--- config.mk ---
export PLATFORM = sky130hd
export DESIGN_NAME = conv3x3_mac_relu_flat
export DESIGN_NICKNAME = d
export VERILOG_FILES = /design/src/rtl/conv3x3_mac_relu_pkg.sv /design/src/rtl/conv3x3_mac_relu_if.sv /design/src/rtl/conv3x3_mac_relu_requant.sv /design/src/rtl/conv3x3_mac_relu.sv /design/src/flat_wrapper.sv
export SDC_FILE = /design/constraint.sdc
export NUM_CORES = 2
export LEC_CHECK = 0
export ABC_AREA = 1
export BUFFER_PORTS_ARGS = -buffer_cell sky130_fd_sc_hd__clkbuf_2
export CORE_ASPECT_RATIO = 0.6
export CORE_UTILIZATION = 55
export CTS_BUF_LIST = sky130_fd_sc_hd__clkbuf_4
export DETAILED_ROUTE_END_ITERATION = 8
export PLACE_DENSITY = 0.69
export SYNTH_ARGS = -nofsm -noshare
export SYNTH_HDL_FRONTEND = slang
export SYNTH_SLANG_ARGS = --single-unit
--- constraint.sdc ---
create_clock -name clk -period 12.9 [get_ports clk]
set_input_delay 1.935 -clock clk [delete_from_list [all_inputs] [get_ports clk]]
set_output_delay 1.935 -clock clk [all_outputs]
set_load 0.01 [all_outputs]
--- src/rtl/conv3x3_mac_relu_pkg.sv ---
// ---------------------------------------------------------------------------
// conv_pkg : shared widths, config addresses, FSM states, int8 saturation
// Rev 1.0
// ---------------------------------------------------------------------------
`default_nettype none

package conv_pkg;

  localparam int DATA_W = 8;
  localparam int BIAS_W = 16;
  localparam int ACC_W  = 20;
  localparam int PROD_W = 2 * DATA_W;

  localparam logic [3:0] CFG_W0   = 4'd0;
  localparam logic [3:0] CFG_BIAS = 4'd9;
  localparam logic [3:0] CFG_CTRL = 4'd10;

  typedef enum logic [1:0] {
    UNCFG = 2'd0,
    READY = 2'd1,
    RUN   = 2'd2
  } state_e;

  localparam logic signed [ACC_W-1:0] SAT_MAX = 127;
  localparam logic signed [ACC_W-1:0] SAT_MIN = -128;

  function automatic logic signed [DATA_W-1:0] sat_int8(input logic signed [ACC_W-1:0] v);
    logic signed [ACC_W-1:0] c;
    if (v > SAT_MAX) begin
      c = SAT_MAX;
    end else if (v < SAT_MIN) begin
      c = SAT_MIN;
    end else begin
      c = v;
    end
    return c[DATA_W-1:0];
  endfunction

endpackage

`default_nettype wire

--- src/rtl/conv3x3_mac_relu_if.sv ---
// ---------------------------------------------------------------------------
// conv3x3_mac_relu_if : config, window and result signals of the conv stage
// Rev 1.0
// ---------------------------------------------------------------------------
`default_nettype none

interface conv3x3_mac_relu_if;
  import conv_pkg::*;

  logic                     cfg_we;
  logic [3:0]               cfg_addr;
  logic [15:0]              cfg_data;
  logic [7:0]               img_width;
  logic [7:0]               img_height;
  logic                     valid_in;
  logic signed [DATA_W-1:0] win0, win1, win2, win3, win4, win5, win6, win7, win8;
  logic signed [DATA_W-1:0] pix_out;
  logic                     valid_out;
  logic                     frame_done;
  logic                     cfg_ready;
  logic                     err;

  modport master (
    output cfg_we, cfg_addr, cfg_data, img_width, img_height, valid_in,
           win0, win1, win2, win3, win4, win5, win6, win7, win8,
    input  pix_out, valid_out, frame_done, cfg_ready, err
  );

  modport slave (
    input  cfg_we, cfg_addr, cfg_data, img_width, img_height, valid_in,
           win0, win1, win2, win3, win4, win5, win6, win7, win8,
    output pix_out, valid_out, frame_done, cfg_ready, err
  );

endinterface

`default_nettype wire

--- src/rtl/conv3x3_mac_relu_requant.sv ---
// ---------------------------------------------------------------------------
// conv_requant : partial-sum reduce, bias, rounding shift, ReLU, int8 saturate
// Rev 1.0
// ---------------------------------------------------------------------------
`default_nettype none

module conv_requant
  import conv_pkg::*;
(
  input  logic                     clk,
  input  logic                     rst,
  input  logic                     valid_in,
  input  logic signed [ACC_W-1:0]  part0,
  input  logic signed [ACC_W-1:0]  part1,
  input  logic signed [ACC_W-1:0]  part2,
  input  logic signed [BIAS_W-1:0] bias,
  input  logic [3:0]               shift,
  input  logic                     relu_en,
  output logic signed [DATA_W-1:0] pix_out,
  output logic                     valid_out
);

  logic signed [ACC_W-1:0]  sum;
  logic signed [ACC_W-1:0]  rounded;
  logic signed [ACC_W-1:0]  shifted;
  logic signed [ACC_W-1:0]  rectified;
  logic signed [DATA_W-1:0] pix_d, pix_q;
  logic                     valid_d, valid_q;

  always_comb begin
    sum       = part0 + part1 + part2 + ACC_W'(bias);
    rounded   = sum;
    shifted   = sum;
    if (shift != 4'd0) begin
      // Round half up before the arithmetic shift.
      rounded = sum + $signed(ACC_W'(1) << (shift - 4'd1));
      shifted = rounded >>> shift;
    end
    rectified = (relu_en && shifted[ACC_W-1]) ? '0 : shifted;
    valid_d   = valid_in;
    pix_d     = valid_in ? sat_int8(rectified) : pix_q;
  end

  always_ff @(posedge clk) begin
    if (rst) begin
      pix_q   <= '0;
      valid_q <= 1'b0;
    end else begin
      pix_q   <= pix_d;
      valid_q <= valid_d;
    end
  end

  assign pix_out   = pix_q;
  assign valid_out = valid_q;

endmodule

`default_nettype wire

--- src/rtl/conv3x3_mac_relu.sv ---
// ---------------------------------------------------------------------------
// conv3x3_mac_relu : 3-stage 3x3 signed conv with config regs and frame count
// Rev 1.0
// ---------------------------------------------------------------------------
`default_nettype none

module conv3x3_mac_relu
  import conv_pkg::*;
(
  input  logic              clk,
  input  logic              rst,
  conv3x3_mac_relu_if.slave bus
);

  logic signed [DATA_W-1:0] win [9];
  logic signed [DATA_W-1:0] weight_q [9];
  logic signed [DATA_W-1:0] weight_d [9];
  logic signed [BIAS_W-1:0] bias_q, bias_d;
  logic [3:0]               shift_q, shift_d;
  logic                     relu_q, relu_d;
  logic [9:0]               mask_q, mask_d;
  state_e                   state_q, state_d;
  logic                     s1_valid_q, s1_valid_d;
  logic signed [PROD_W-1:0] prod_q [9];
  logic signed [PROD_W-1:0] prod_d [9];
  logic                     s2_valid_q, s2_valid_d;
  logic signed [ACC_W-1:0]  part_q [3];
  logic signed [ACC_W-1:0]  part_d [3];
  logic [15:0]              cnt_q, cnt_d;
  logic [15:0]              frame_px;
  logic                     frame_done_q, frame_done_d;
  logic                     err_q, err_d;
  logic                     busy, win_acc, win_drop, cfg_rej, cfg_acc, last_px;

  assign win[0] = bus.win0;
  assign win[1] = bus.win1;
  assign win[2] = bus.win2;
  assign win[3] = bus.win3;
  assign win[4] = bus.win4;
  assign win[5] = bus.win5;
  assign win[6] = bus.win6;
  assign win[7] = bus.win7;
  assign win[8] = bus.win8;

  // An accepted window always wins over a simultaneous config write.
  assign busy     = (state_q == RUN) || s1_valid_q || s2_valid_q;
  assign win_acc  = bus.valid_in && (state_q != UNCFG);
  assign win_drop = bus.valid_in && (state_q == UNCFG);
  assign cfg_rej  = bus.cfg_we && (busy || win_acc);
  assign cfg_acc  = bus.cfg_we && !cfg_rej;

  always_comb begin
    weight_d = weight_q;
    bias_d   = bias_q;
    shift_d  = shift_q;
    relu_d   = relu_q;
    mask_d   = mask_q;
    if (cfg_acc) begin
      for (int i = 0; i < 9; i++) begin
        if (bus.cfg_addr == CFG_W0 + 4'(i)) begin
          weight_d[i] = $signed(bus.cfg_data[DATA_W-1:0]);
          mask_d[i]   = 1'b1;
        end
      end
      if (bus.cfg_addr == CFG_BIAS) begin
        bias_d    = $signed(bus.cfg_data[BIAS_W-1:0]);
        mask_d[9] = 1'b1;
      end
      if (bus.cfg_addr == CFG_CTRL) begin
        shift_d = bus.cfg_data[3:0];
        relu_d  = bus.cfg_data[4];
      end
    end
  end

  always_comb begin
    s1_valid_d = win_acc;
    prod_d     = prod_q;
    if (win_acc) begin
      for (int i = 0; i < 9; i++) begin
        prod_d[i] = PROD_W'(win[i]) * PROD_W'(weight_q[i]);
      end
    end
    s2_valid_d = s1_valid_q;
    part_d     = part_q;
    if (s1_valid_q) begin
      for (int r = 0; r < 3; r++) begin
        part_d[r] = ACC_W'(prod_q[3*r]) + ACC_W'(prod_q[3*r+1]) + ACC_W'(prod_q[3*r+2]);
      end
    end
  end

  // The counter advances alongside the S3 register so frame_done lines up with valid_out.
  always_comb begin
    frame_px     = 16'(bus.img_width) * 16'(bus.img_height);
    last_px      = (frame_px != 16'd0) && (cnt_q == frame_px - 16'd1);
    frame_done_d = s2_valid_q && last_px;
    cnt_d        = cnt_q;
    if (s2_valid_q) begin
      cnt_d = last_px ? 16'd0 : cnt_q + 16'd1;
    end
    err_d = cfg_rej || win_drop;
  end

  always_comb begin
    state_d = state_q;
    case (state_q)
      UNCFG:   if (&mask_q) state_d = READY;
      READY:   if (win_acc) state_d = RUN;
      RUN:     if (frame_done_d && !win_acc) state_d = READY;
      default: state_d = UNCFG;
    endcase
  end

  always_ff @(posedge clk) begin
    if (rst) begin
      for (int i = 0; i < 9; i++) begin
        weight_q[i] <= '0;
        prod_q[i]   <= '0;
      end
      for (int r = 0; r < 3; r++) begin
        part_q[r] <= '0;
      end
      bias_q       <= '0;
      shift_q      <= '0;
      relu_q       <= 1'b0;
      mask_q       <= '0;
      state_q      <= UNCFG;
      s1_valid_q   <= 1'b0;
      s2_valid_q   <= 1'b0;
      cnt_q        <= '0;
      frame_done_q <= 1'b0;
      err_q        <= 1'b0;
    end else begin
      weight_q     <= weight_d;
      prod_q       <= prod_d;
      part_q       <= part_d;
      bias_q       <= bias_d;
      shift_q      <= shift_d;
      relu_q       <= relu_d;
      mask_q       <= mask_d;
      state_q      <= state_d;
      s1_valid_q   <= s1_valid_d;
      s2_valid_q   <= s2_valid_d;
      cnt_q        <= cnt_d;
      frame_done_q <= frame_done_d;
      err_q        <= err_d;
    end
  end

  conv_requant u_requant (
    .clk       (clk),
    .rst       (rst),
    .valid_in  (s2_valid_q),
    .part0     (part_q[0]),
    .part1     (part_q[1]),
    .part2     (part_q[2]),
    .bias      (bias_q),
    .shift     (shift_q),
    .relu_en   (relu_q),
    .pix_out   (bus.pix_out),
    .valid_out (bus.valid_out)
  );

  assign bus.frame_done = frame_done_q;
  assign bus.cfg_ready  = (state_q != UNCFG);
  assign bus.err        = err_q;

endmodule

`default_nettype wire

--- src/flat_wrapper.sv ---
// flat-port wrapper written by rule: the top's interface ports become plain ports
module conv3x3_mac_relu_flat import conv_pkg::*;
  (clk, rst, bus_cfg_we, bus_cfg_addr, bus_cfg_data, bus_img_width, bus_img_height, bus_valid_in, bus_win0, bus_win1, bus_win2, bus_win3, bus_win4, bus_win5, bus_win6, bus_win7, bus_win8, bus_pix_out, bus_valid_out, bus_frame_done, bus_cfg_ready, bus_err);
  conv3x3_mac_relu_if bus_i ();
  input  logic clk;
  input  logic rst;
  input wire logic [$bits(bus_i.cfg_we)-1:0] bus_cfg_we;
  input wire logic [$bits(bus_i.cfg_addr)-1:0] bus_cfg_addr;
  input wire logic [$bits(bus_i.cfg_data)-1:0] bus_cfg_data;
  input wire logic [$bits(bus_i.img_width)-1:0] bus_img_width;
  input wire logic [$bits(bus_i.img_height)-1:0] bus_img_height;
  input wire logic [$bits(bus_i.valid_in)-1:0] bus_valid_in;
  input wire logic [$bits(bus_i.win0)-1:0] bus_win0;
  input wire logic [$bits(bus_i.win1)-1:0] bus_win1;
  input wire logic [$bits(bus_i.win2)-1:0] bus_win2;
  input wire logic [$bits(bus_i.win3)-1:0] bus_win3;
  input wire logic [$bits(bus_i.win4)-1:0] bus_win4;
  input wire logic [$bits(bus_i.win5)-1:0] bus_win5;
  input wire logic [$bits(bus_i.win6)-1:0] bus_win6;
  input wire logic [$bits(bus_i.win7)-1:0] bus_win7;
  input wire logic [$bits(bus_i.win8)-1:0] bus_win8;
  output wire logic [$bits(bus_i.pix_out)-1:0] bus_pix_out;
  output wire logic [$bits(bus_i.valid_out)-1:0] bus_valid_out;
  output wire logic [$bits(bus_i.frame_done)-1:0] bus_frame_done;
  output wire logic [$bits(bus_i.cfg_ready)-1:0] bus_cfg_ready;
  output wire logic [$bits(bus_i.err)-1:0] bus_err;
  assign bus_i.cfg_we = bus_cfg_we;
  assign bus_i.cfg_addr = bus_cfg_addr;
  assign bus_i.cfg_data = bus_cfg_data;
  assign bus_i.img_width = bus_img_width;
  assign bus_i.img_height = bus_img_height;
  assign bus_i.valid_in = bus_valid_in;
  assign bus_i.win0 = bus_win0;
  assign bus_i.win1 = bus_win1;
  assign bus_i.win2 = bus_win2;
  assign bus_i.win3 = bus_win3;
  assign bus_i.win4 = bus_win4;
  assign bus_i.win5 = bus_win5;
  assign bus_i.win6 = bus_win6;
  assign bus_i.win7 = bus_win7;
  assign bus_i.win8 = bus_win8;
  assign bus_pix_out = bus_i.pix_out;
  assign bus_valid_out = bus_i.valid_out;
  assign bus_frame_done = bus_i.frame_done;
  assign bus_cfg_ready = bus_i.cfg_ready;
  assign bus_err = bus_i.err;
  conv3x3_mac_relu u_core (.clk(clk), .rst(rst), .bus(bus_i));
endmodule
==> flow_results.xml <==
<?xml version="1.0" encoding="UTF-8"?>
<metrics>
  <group name="synthesis">
    <metric name="synth_top_cells_by_area" unit="">sky130_fd_sc_hd__fa_1, sky130_fd_sc_hd__dfxtp_1, sky130_fd_sc_hd__inv_1</metric>
    <metric name="cell_area_after_technology_mapping" unit="sq um">44100</metric>
    <metric name="synth_adder_area_share" unit="%">39.0</metric>
    <metric name="synth.yosys.warnings" unit="">0</metric>
    <metric name="netlist.top_cell.by_area" unit="">sky130_fd_sc_hd__fa_1</metric>
    <metric name="ys_seq_area_share" unit="%">15.1</metric>
    <metric name="synthesis.area_per_instance" unit="sq um">7.49</metric>
    <metric name="yosys.cell_types.count" unit="">53</metric>
    <metric name="synth_nets" unit="">7000</metric>
    <metric name="synth_simple_gate_area_share" unit="%">17.1</metric>
    <metric name="post_synth_inst_count" unit="">5886</metric>
    <metric name="xor_xnor_portion_of_the_synthesized_cell_area" unit="%">4.94</metric>
    <metric name="synth_compound_area_share" unit="%">8.71</metric>
    <metric name="synth-seq-cells" unit="">332</metric>
    <metric name="synth.area.mux_share" unit="%">0</metric>
    <metric name="yosys.area.top_type_share" unit="%">28.2</metric>
    <metric name="combinational_family_with_the_most_area_after_synthesis" unit="">adder cells</metric>
  </group>
  <group name="floorplanning">
    <metric name="floorplan.die.width" unit="um">367</metric>
    <metric name="io_pins" unit="">124</metric>
    <metric name="floorplan.core_area" unit="sq um">78400</metric>
    <metric name="die-height" unit="um">221</metric>
    <metric name="standard_cell_row_count" unit="">79</metric>
    <metric name="die_ar" unit="sq um">81300</metric>
    <metric name="effective_utilization_at_floorplan" unit="%">56.2</metric>
  </group>
  <group name="cts">
    <metric name="clk_sinks" unit="">332</metric>
    <metric name="cts.htree.levels" unit="">3</metric>
    <metric name="tritoncts" unit="">yes</metric>
    <metric name="path_clk_slew" unit="ns">0.08</metric>
    <metric name="cts_resized" unit="">0</metric>
    <metric name="post_cts.repair.setup_buffers" unit="">0</metric>
    <metric name="post_cts_hold_buffer_count" unit="">0</metric>
    <metric name="clk_latency" unit="ns">0.92</metric>
    <metric name="numCtsBuffers" unit="">86</metric>
    <metric name="max-clock-path-buffers" unit="">3</metric>
    <metric name="cts.root.buffer_cell" unit="">sky130_fd_sc_hd__clkbuf_4</metric>
  </group>
  <group name="drt">
    <metric name="drt_wl_cell" unit="um">16.5</metric>
    <metric name="antenna_left" unit="">0</metric>
    <metric name="finalWirelength" unit="um">115000</metric>
    <metric name="viasPerCell" unit="">5.11</metric>
    <metric name="routed-via-count" unit="">35600</metric>
    <metric name="drcViolationCount" unit="">0</metric>
    <metric name="initialDrtViolationCount" unit="">3155</metric>
    <metric name="detail_route.first_pass.iterations" unit="">5</metric>
  </group>
  <group name="power_and_ir_drop">
    <metric name="worst_ir_drop_vdd" unit="mV">0.0742</metric>
    <metric name="powerDensity" unit="nW/um^2">63.4</metric>
    <metric name="leak_pwr" unit="nW">26.0</metric>
  </group>
  <group name="sta">
    <metric name="fin_worst_hold_slack" unit="ns">0.455</metric>
    <metric name="tightest_slew" unit="ns">0.992</metric>
    <metric name="finalCriticalPeriod" unit="ns">6.68</metric>
    <metric name="timing.final.setup_violations" unit="">0</metric>
    <metric name="rsz0062_at_grt" unit="">no</metric>
    <metric name="timing_hold_violations_final" unit="">0</metric>
    <metric name="slew-limit-headroom" unit="%">33.7</metric>
    <metric name="setup_tns" unit="ns">0</metric>
    <metric name="finalClockSkew" unit="ns">0.0828</metric>
    <metric name="clock.fmax" unit="MHz">150</metric>
    <metric name="final_min_period_over_clock_period" unit="%">51.8</metric>
    <metric name="timing_max_transition_violations_final" unit="">0</metric>
  </group>
  <group name="flow_run">
    <metric name="drv_cap" unit="">0</metric>
  </group>
  <group name="global_route">
    <metric name="first_global_vias" unit="">34100</metric>
    <metric name="global_route.overflow_total" unit="">0</metric>
    <metric name="grt_util_met1" unit="%">46.6</metric>
    <metric name="grtUsageMet3" unit="%">6.05</metric>
    <metric name="grt_use_met2" unit="%">39.1</metric>
    <metric name="antenna_found_initial" unit="">9</metric>
    <metric name="grt_most_used_layer" unit="">met1</metric>
    <metric name="grt_max_degree" unit="">87</metric>
    <metric name="grt_first_pass_wirelength" unit="um">186000</metric>
    <metric name="grtUsageTotal" unit="%">28.7</metric>
  </group>
  <group name="setup_path">
    <metric name="worstSetupPathType" unit="">in -&gt; reg</metric>
    <metric name="data_required_time_at_the_worst_endpoint" unit="ns">13.67</metric>
    <metric name="r2r_setup_slack" unit="ns">6.82</metric>
    <metric name="rr_startpoint" unit="">u_core.part_q[1]</metric>
    <metric name="worstSetupEndpointType" unit="">register</metric>
    <metric name="timing.critical_path.fanout_max" unit="">13</metric>
    <metric name="setup.worst_path.start_class" unit="">primary input</metric>
    <metric name="setup.worst_path.start" unit="">bus_img_width[7]</metric>
    <metric name="worstPathArrival" unit="ns">7.45</metric>
  </group>
  <group name="placement">
    <metric name="io_buffer_count" unit="">123</metric>
    <metric name="detailedPlacementHpwl" unit="um">93500</metric>
    <metric name="finalWeightedCongestion" unit="">0.954</metric>
  </group>
  <group name="outcome">
    <metric name="outcome" unit="">completed</metric>
  </group>
  <group name="finish">
    <metric name="finalNetCount" unit="">6957</metric>
    <metric name="seqCellArea" unit="sq um">6650</metric>
    <metric name="multi_input_comb_area" unit="sq um">30800</metric>
    <metric name="share_of_layout_cells_above_drive_strength_1" unit="%">6.68</metric>
    <metric name="layout.filler_cells" unit="">7359</metric>
    <metric name="areaGrowthSynthToFinish" unit="%">5.18</metric>
  </group>
  <group name="worst_hold_path">
    <metric name="min-delay-start" unit="">u_core.mask_q[5]</metric>
    <metric name="timing.hold.worst.class" unit="">reg -&gt; reg</metric>
  </group>
</metrics>
[final cells by class]
class,count,share of cell area [%]
multi-input combinational,3783,66.4
tap,1053,2.84
inverter,1500,12.2
sequential,332,14.3
timing repair buffer,140,1.62
clock buffer,113,1.83
antenna,9,0.0486
clock inverter,48,0.802
[power breakdown]
group / leakage [nW] / switching (W) / internal (W)
registers: 2.68 / 0.0000132 / 0.00103
logic: 22.6 / 0.000552 / 0.000286
clock network: 0.706 / 0.000517 / 0.000539
total: 26.0 / 0.00108 / 0.00185
[synth_stat cells, drive strengths merged]
cell type  number
nand3b          4
a21boi          1
and2            1
clkbuf        245
or2            69
fa            620
or3b            1
nor2          418
a21oi         332
a31oi           4
o21a            5
nor4            5
nand2b          2
xnor2          85
a211oi         13
nand4          28
clkinv          4
o211ai          9
o41ai           1
a21o            4
buf            26
nand2        1062
dfxtp         332
xor2          161
and3            4
o311ai          1
o21bai         10
o221ai          9
a22oi           2
a311oi          1
nor3           20
nand3         200
inv          1496
o2111ai         6
o21ai         309
o31ai          14
ha            382
[worst max-delay path: stages]
cell and delay (ns):
sky130_fd_sc_hd__clkbuf_2 0.18, sky130_fd_sc_hd__nand2_1 0.11, sky130_fd_sc_hd__inv_1 0.06, sky130_fd_sc_hd__fa_1 0.58, sky130_fd_sc_hd__inv_1 0.08, sky130_fd_sc_hd__fa_1 0.57
sky130_fd_sc_hd__fa_1 0.45, sky130_fd_sc_hd__fa_1 0.50, sky130_fd_sc_hd__inv_1 0.04, sky130_fd_sc_hd__ha_1 0.30, sky130_fd_sc_hd__inv_1 0.12, sky130_fd_sc_hd__o21ai_0 0.10
sky130_fd_sc_hd__a21oi_1 0.23, sky130_fd_sc_hd__nand2_1 0.08, sky130_fd_sc_hd__nand2_1 0.09, sky130_fd_sc_hd__nand2_1 0.07, sky130_fd_sc_hd__a21oi_1 0.15, sky130_fd_sc_hd__xor2_1 0.29
sky130_fd_sc_hd__inv_1 0.12, sky130_fd_sc_hd__xor2_1 0.20, sky130_fd_sc_hd__or2_2 0.15, sky130_fd_sc_hd__nand2_1 0.07, sky130_fd_sc_hd__nor4_2 0.31, sky130_fd_sc_hd__nand4_2 0.38
sky130_fd_sc_hd__nand2_1 0.24, sky130_fd_sc_hd__nor2_1 0.06
[layer usage]
metal  share of wire [%]  vias up
met2                  39     1224
met3                 9.5       92
met5                   0        -
met4                 1.1        0
li1                    -    17500
met1                  50    16800
[cells by family (layout without fill, tap and decap cells)]
group	count (synthesis)	after routing
AND/OR/NAND/NOR	1814	1814
buffers and inverters	1771	1801
adder cells (fa/ha/maj)	1002	1002
AO/OA/AOI/OAI	721	721
flip-flops	332	332
XOR/XNOR	246	246
other	0	9
[placed cells by master, fill, tap and decap left out, types with 5 or more instances in the layout]
cell | Yosys | layout
sky130_fd_sc_hd__inv_1 | 1491 | 1489
sky130_fd_sc_hd__nand2_1 | 1043 | 1042
sky130_fd_sc_hd__fa_1 | 620 | 620
sky130_fd_sc_hd__nor2_1 | 415 | 414
sky130_fd_sc_hd__ha_1 | 382 | 382
sky130_fd_sc_hd__a21oi_1 | 332 | 332
sky130_fd_sc_hd__dfxtp_1 | 332 | 332
sky130_fd_sc_hd__o21ai_0 | 302 | 302
sky130_fd_sc_hd__nand3_1 | 193 | 193
sky130_fd_sc_hd__xor2_1 | 158 | 158
sky130_fd_sc_hd__clkbuf_2 | 0 | 122
sky130_fd_sc_hd__clkbuf_4 | 0 | 113
sky130_fd_sc_hd__xnor2_1 | 85 | 85
sky130_fd_sc_hd__or2_2 | 66 | 66
sky130_fd_sc_hd__nand4_1 | 27 | 27
sky130_fd_sc_hd__clkinv_1 | 4 | 27
sky130_fd_sc_hd__buf_4 | 0 | 17
sky130_fd_sc_hd__nor3_1 | 16 | 16
sky130_fd_sc_hd__nand2_2 | 14 | 14
sky130_fd_sc_hd__o31ai_1 | 14 | 14
sky130_fd_sc_hd__a211oi_1 | 13 | 13
sky130_fd_sc_hd__clkinv_2 | 0 | 13
sky130_fd_sc_hd__o21bai_1 | 10 | 10
sky130_fd_sc_hd__diode_2 | 0 | 9
sky130_fd_sc_hd__o211ai_1 | 9 | 9
sky130_fd_sc_hd__o221ai_1 | 9 | 9
sky130_fd_sc_hd__inv_2 | 5 | 7
sky130_fd_sc_hd__nand3_2 | 6 | 6
sky130_fd_sc_hd__nand2_4 | 5 | 6
sky130_fd_sc_hd__o2111ai_1 | 6 | 6
sky130_fd_sc_hd__bufinv_16 | 0 | 6
sky130_fd_sc_hd__o21a_1 | 5 | 5
[state kept, by name, indices dropped and copies added (netlist names), 2 cells and up]
signal	cells
u_core.mask_q	10
u_core.weight_q	72
u_core.shift_q	4
u_core.u_requant.pix_out	8
u_core.cnt_q	16
u_core.bias_q	16
u_core.prod_q	144
u_core.state_q	2
u_core.part_q	54
[path summary, 6_finish.rpt]
check,endpoint,cells after the start
setup / recovery,u_core.cnt_q[11],26
hold / removal,u_core.mask_q[5],2
setup reg to reg,u_core.u_requant.pix_out[5],38
hold reg to reg,u_core.mask_q[5],2
[through the flow]
step	utilization, %	area (sq um)	cells	total power, W	setup slack [ns]
4_1_cts	59.1	46300	6969	0.00294	6.35
3_5_place_dp	57.5	45100	6808	0.00189	5.38
3_3_place_gp	57.5	45100	6808	0.00188	5.47
6_report	59.1	46300	6978	0.00294	6.22
5_1_grt	59.1	46300	6971	0.00312	5.83
2_1_floorplan	-	44100	5886	0.00169	6.16
(Power assumes the default switching activity.)
